--- config.mk ---
export PLATFORM = sky130hd
export DESIGN_NAME = pipe_stage_skid
export DESIGN_NICKNAME = d
export VERILOG_FILES = /design/src/rtl/pipe_pkg.sv /design/src/rtl/pipe_sat_cnt.sv /design/src/rtl/pipe_stage_skid.sv
export SDC_FILE = /design/constraint.sdc
export NUM_CORES = 1
export LEC_CHECK = 0
export BUFFER_PORTS_ARGS = -buffer_cell sky130_fd_sc_hd__buf_2
export CORE_MARGIN = 4
export CORE_UTILIZATION = 58
export CTS_CLUSTER_SIZE = 25
export DETAILED_ROUTE_END_ITERATION = 6
export MAX_ROUTING_LAYER = met4
export PLACE_DENSITY = 0.85
export SLEW_MARGIN = 20
export SYNTH_ARGS = -nofsm -noshare
export SYNTH_HDL_FRONTEND = slang
export SYNTH_SLANG_ARGS = --single-unit
--- constraint.sdc ---
create_clock -name clk -period 4.1 [get_ports clk]
set_input_delay 0.82 -clock clk [delete_from_list [all_inputs] [get_ports clk]]
set_output_delay 0.82 -clock clk [all_outputs]
set_load 0.05 [all_outputs]
--- src/rtl/pipe_pkg.sv ---
// Shared definitions for miniRV pipeline stage registers: state encodings,
// default payload widths and control-field bit positions used by stage instantiators.
package pipe_pkg;

    localparam logic [1:0] ST_EMPTY = 2'd0;
    localparam logic [1:0] ST_ONE   = 2'd1;
    localparam logic [1:0] ST_FULL  = 2'd2;

    localparam int DEF_DATA_W = 32;
    localparam int DEF_CTRL_W = 8;
    localparam int DEF_CNT_W  = 32;

    // Control payload layout packed by stage instantiators into in_ctrl
    localparam int CTRL_RF_WE       = 0;
    localparam int CTRL_RAM_WE      = 1;
    localparam int CTRL_RF_WSEL_LSB = 2;
    localparam int CTRL_RF_WSEL_MSB = 3;
    localparam int CTRL_RW_OP_LSB   = 4;
    localparam int CTRL_RW_OP_MSB   = 6;

endpackage

--- src/rtl/pipe_sat_cnt.sv ---
// Saturating up-counter: increments by one while en is high, sticks at all-ones,
// cleared only by the asynchronous reset.
module pipe_sat_cnt #(
    parameter int CNT_W = 32
) (
    input  logic             clk,
    input  logic             rst,
    input  logic             en,
    output logic [CNT_W-1:0] cnt
);

    always_ff @(posedge clk or posedge rst) begin
        if (rst) begin
            cnt <= '0;
        end else if (en && (cnt != '1)) begin
            cnt <= cnt + CNT_W'(1);
        end
    end

endmodule

--- src/rtl/pipe_stage_skid.sv ---
// Inter-stage register with valid/ready handshake, 2-entry skid buffer, synchronous flush
// and bubble-masked control. Optional perf counters enabled by `define PIPE_STAGE_PERF_EN.
module pipe_stage_skid
    import pipe_pkg::*;
#(
    parameter int DATA_W = DEF_DATA_W,
    parameter int CTRL_W = DEF_CTRL_W
`ifdef PIPE_STAGE_PERF_EN
    ,
    parameter int CNT_W  = DEF_CNT_W
`endif
) (
    input  logic              clk,
    input  logic              rst,
    input  logic              flush,
    input  logic              in_valid,
    output logic              in_ready,
    input  logic [DATA_W-1:0] in_data,
    input  logic [CTRL_W-1:0] in_ctrl,
    output logic              out_valid,
    input  logic              out_ready,
    output logic [DATA_W-1:0] out_data,
    output logic [CTRL_W-1:0] out_ctrl
`ifdef PIPE_STAGE_PERF_EN
    ,
    output logic [CNT_W-1:0]  stall_cnt,
    output logic [CNT_W-1:0]  bubble_cnt
`endif
);

    logic [1:0]        state;
    logic [DATA_W-1:0] main_data;
    logic [CTRL_W-1:0] main_ctrl;
    logic [DATA_W-1:0] skid_data;
    logic [CTRL_W-1:0] skid_ctrl;

    always_ff @(posedge clk or posedge rst) begin
        if (rst) begin
            state     <= ST_EMPTY;
            main_data <= '0;
            main_ctrl <= '0;
            skid_data <= '0;
            skid_ctrl <= '0;
        end else if (flush) begin
            // main payload is left untouched so out_data stays stable while empty
            state <= ST_EMPTY;
        end else begin
            case (state)
                ST_EMPTY: begin
                    if (in_valid) begin
                        state     <= ST_ONE;
                        main_data <= in_data;
                        main_ctrl <= in_ctrl;
                    end
                end
                ST_ONE: begin
                    if (in_valid && out_ready) begin
                        main_data <= in_data;
                        main_ctrl <= in_ctrl;
                    end else if (in_valid) begin
                        state     <= ST_FULL;
                        skid_data <= in_data;
                        skid_ctrl <= in_ctrl;
                    end else if (out_ready) begin
                        state <= ST_EMPTY;
                    end
                end
                ST_FULL: begin
                    if (out_ready) begin
                        state     <= ST_ONE;
                        main_data <= skid_data;
                        main_ctrl <= skid_ctrl;
                    end
                end
                default: state <= ST_EMPTY;
            endcase
        end
    end

    always_comb begin
        in_ready  = (state != ST_FULL);
        out_valid = (state != ST_EMPTY);
        out_data  = main_data;
        out_ctrl  = main_ctrl & {CTRL_W{out_valid}};
    end

`ifdef PIPE_STAGE_PERF_EN
    pipe_sat_cnt #(
        .CNT_W(CNT_W)
    ) u_stall_cnt (
        .clk(clk),
        .rst(rst),
        .en (out_valid && !out_ready),
        .cnt(stall_cnt)
    );

    pipe_sat_cnt #(
        .CNT_W(CNT_W)
    ) u_bubble_cnt (
        .clk(clk),
        .rst(rst),
        .en (!out_valid),
        .cnt(bubble_cnt)
    );
`endif

endmodule
# Word level (Yosys, flattened, before mapping)
# Index checks and enable logic that the tools add are counted.
# W data, S select, Z words.
# word_totals
ff_bits	82
inputBits	45
out_inout_bits	42
elab_cells	40
# op_classes
bitwise_logic	3
n_reduce_logical	7
eq_ne	10
mux	15
# op_table
op	count
$mux W32	3
$pmux W32 S3	1
$mux W8	3
$pmux W8 S3	1
$mux W2	6
$ne A3 B3 Y1 const B	3
$and A8 B8 Y8	1
$ne A2 B2 Y1 const B	4
$reduce_and A4 Y1	2
$pmux W2 S3	1
$reduce_and A5 Y1	1
$ne A4 B4 Y1 const B	1
$reduce_bool A3 Y1	1
$eq A2 B1 Y1 const B	1
$eq A2 B2 Y1 const B	1
$logic_not A2 Y1	1
$not A1 Y1	2
$reduce_bool A2 Y1	1
$logic_and A1 B1 Y1	1

# Longest topological paths before layout
# depth
word_depth	5
ltp_mapped	5
mapped_depth_nobuf	4

# Worst setup path before layout
# Ideal clock, no wire load.
# synth_timing
path_type	register to output
startpoint	reg state[1]
endpoint	out out_ctrl[0]
stages_incl_launch_ff	3
n_path_buf	0
arrival_ns	1.241
slack_ns	2.039
t_required_ns	3.280
path_cell_list	dfrtp_1 > nor2_1 > nor2b_1
# synth_via
elab_chain_cells	2
# synth_lines
element	line	rtl
from (decl)	pipe_stage_skid.sv:31	logic [1:0] state;
from (signal assigned)	pipe_stage_skid.sv:39	state <= ST_EMPTY;
from (signal assigned)	pipe_stage_skid.sv:46	state <= ST_EMPTY;
from (signal assigned)	pipe_stage_skid.sv:51	state <= ST_ONE;
$reduce_bool A2 Y1	pipe_stage_skid.sv:82	out_valid = (state != ST_EMPTY);
$and A8 B8 Y8	pipe_stage_skid.sv:84	out_ctrl = main_ctrl & {CTRL_W{out_valid}};
to (decl)	pipe_stage_skid.sv:23	output logic [CTRL_W-1:0] out_ctrl
# Every way passes these cells.

# Worst setup path in the final report
# layout_timing
startpoint	reg state[0]
endpoint	out in_ready
# layout_via
elab_chain_cells	1
# layout_lines
element	line	rtl
$ne A2 B2 Y1	pipe_stage_skid.sv:81	in_ready = (state != ST_FULL);
to (decl)	pipe_stage_skid.sv:17	output logic in_ready,
# Every way passes these cells.

==> out/results.ini <==
[route]
wl_per_cell_um=16.8
routed_wl_um=6880
drtIter0Drc=66
viasPerCell=5.41
num_vias=2217
drc=0
ant_nets=0
drt_pass1_iterations=4

[logic_synthesis]
synthCells=240
synth_cell_types=19
syn_area_um2=3820
synth-simple-area-share_pct=3.01
synth_adder_area_share_pct=0
yosysWarnings=0
synth_fp_nets=285
synth_xor_area_share_pct=0
synth-async-reset-ratio_pct=100
ys_ff_latch=82
synth.avg_cell_area_um2=15.9
synthMuxAreaShare_pct=39.1
synth_ff_type=dfrtp_1
synth_edf_count=0
synth_seq_area_share_pct=53.7
synth_top_family_by_area=multiplexers
synth-compound-area-share_pct=0.983

[global_route]
grt_use_met2_pct=30.2
first_global_vias=2372
grtUsageTotal_pct=18.8
top_usage_layer=met2
grt_max_degree=66
grt_overflow=0
grt_pass1_wl_um=11000
met3_usage_pct=3.78
antenna_found_initial=0
grtUsageMet1_pct=23.9

[floorplanning]
design.die.area_um2=7950
row_count=29
core_um2=6390
chipWidth_um=89.1
start_util_pct=59.8
die_y_um=89.1
ios=87

[clocking]
clockRootBuffer=clkbuf_8
cts_tree=done
clock_sinks=82
path_clk_slew_ps=80
ctsResizeCount=0
hold_buffers=0
htreeDepth=3
clk-insertion-delay-late_ps=340
numCtsBuffers=9
post_cts_buffers=0
clock_tree.buffer_depth=2

[sta]
layout_worst_path_cycle_share_pct=61.6
setup_viol=0
timing.fmax_mhz=396
worst_pin_slew_ps=674
min_period_ps=2530
slew_viol_final=0
rsz0062_at_grt=no
setup-tns-final_ps=0
hold_violations=0
slew_headroom_pct=55.1
finClkSkew_ps=12.4

[setup_path]
path_class=reg -> out
worstPathCellList=nand2b_2, buf_2
cp_max_fo=20
end_kind=output port
reg2reg_depth=4
critPathMaxStageDelay_ps=580
worstPathArrival_ps=1710
crit_path_start_kind=flop
startpoint=state[0]
rr_endpoint=main_ctrl[3]
critPathRequiredTime_ps=3280
r2r_slack_ps=1860
worst_path_max_delay_cell=nand2b_2
rr_startpoint=state[0]
crit_path_end=in_ready

[placement]
dp_hpwl_um=4860
port_buffers=86
dp.cells=394
place.gp.congestion=0.703

[job]
maxCapViolCount=0

[run_status]
status=finished, final reports clean

[layout]
final_common_cell=buf_2
drive_gt1_share_pct=69.1
area_growth_pct=18.0
layout_common_cells=86 x buf_2, 82 x dfrtp_1, 81 x mux2_2
antennaDiodeCount=0
nNetsFinal=373
instances_no_fill=410

[pwr]
peakVddDrop_v=0.000307
p_total_mw=2.46
total_leakage_power_nw=2.22
powerDensity_nw_per_um2=545

[worst_hold_path]
holdCritPathClass=reg -> reg

==> routing by layer <==
layer	vias to the layer above	wire length, um
li1	1023	-
met1	1131	3100
met2	59	3350
met3	4	400
met4	0	36
met5	-	0
==> cell usage after synthesis, types with 2 or more instances <==
| master | number | area, um^2 |
|---|---|---|
| dfrtp_1 | 82 | 2050 |
| mux2_2 | 81 | 912 |
| mux2_4 | 38 | 571 |
| buf_4 | 9 | 67.6 |
| nor2b_1 | 9 | 56.3 |
| buf_6 | 4 | 45.0 |
| inv_1 | 2 | 7.51 |
| nand2_1 | 2 | 7.51 |
| nand2b_1 | 2 | 12.5 |
| nor2_1 | 2 | 7.51 |
==> worst min-delay path by stage <==
stage / cells past startpoint / from / end / slack, ps
after floorplan: 1 / main_ctrl[0] / main_ctrl[0] / 470
after global placement: 1 / main_ctrl[1] / main_ctrl[1] / 480
after detailed placement: 1 / main_ctrl[4] / main_ctrl[4] / 490
after CTS: 1 / main_ctrl[2] / main_ctrl[2] / 510
after global routing: 1 / out_data[0] / out_data[0] / 530
final: 1 / main_ctrl[2] / main_ctrl[2] / 500
==> flip-flops by register name, summed over array words and instances (netlist names) <==
name       flops
skid_data     32
state          2
main_ctrl      8
out_data      32
skid_ctrl      8
==> stage by stage <==
| stage | worst slack, ps | cell area, um^2 | util [%] | hold WS (ps) |
|---|---|---|---|---|
| CTS | 1550 | 4500 | 70.5 | 507 |
| global placement | 1400 | 4270 | 66.9 | 483 |
| detailed placement | 1330 | 4280 | 67.0 | 489 |
| finish | 1570 | 4500 | 70.5 | 505 |
| floorplan | 1170 | 3820 | - | 473 |
| global route | 1480 | 4500 | 70.5 | 525 |
==> cells by family (layout without fill, tap and decap cells) <==
logic type             count (synthesis)  after routing
AOI/OAI and AO/OA                      4              4
and+or+nand+nor                       19             19
DFF                                   82             82
muxes                                120            120
buffers and inverters                 15            108
==> power breakdown <==
part	total, mW	internal, mW	switching (mW)
logic	0.694	0.274	0.420
registers	1.11	1.01	0.105
clock network	0.651	0.361	0.290
==> cell type report <==
class	instances	area (um^2)
fill	439	1880
sequential	82	2050
tap	77	96.3
clock inverter	6	90.1
inverter	2	12.5
timing repair buffer	90	460
clock buffer	10	138
multi-input combinational	143	1660
==> worst max-delay path, delay by kind of cell, from the launching register on <==
kind / cells / cell delay [ps]
AND/OR/NAND/NOR: 1 / 580
flip-flops: 1 / 400
buffers and inverters: 1 / 380
(Power assumes the default switching activity.)
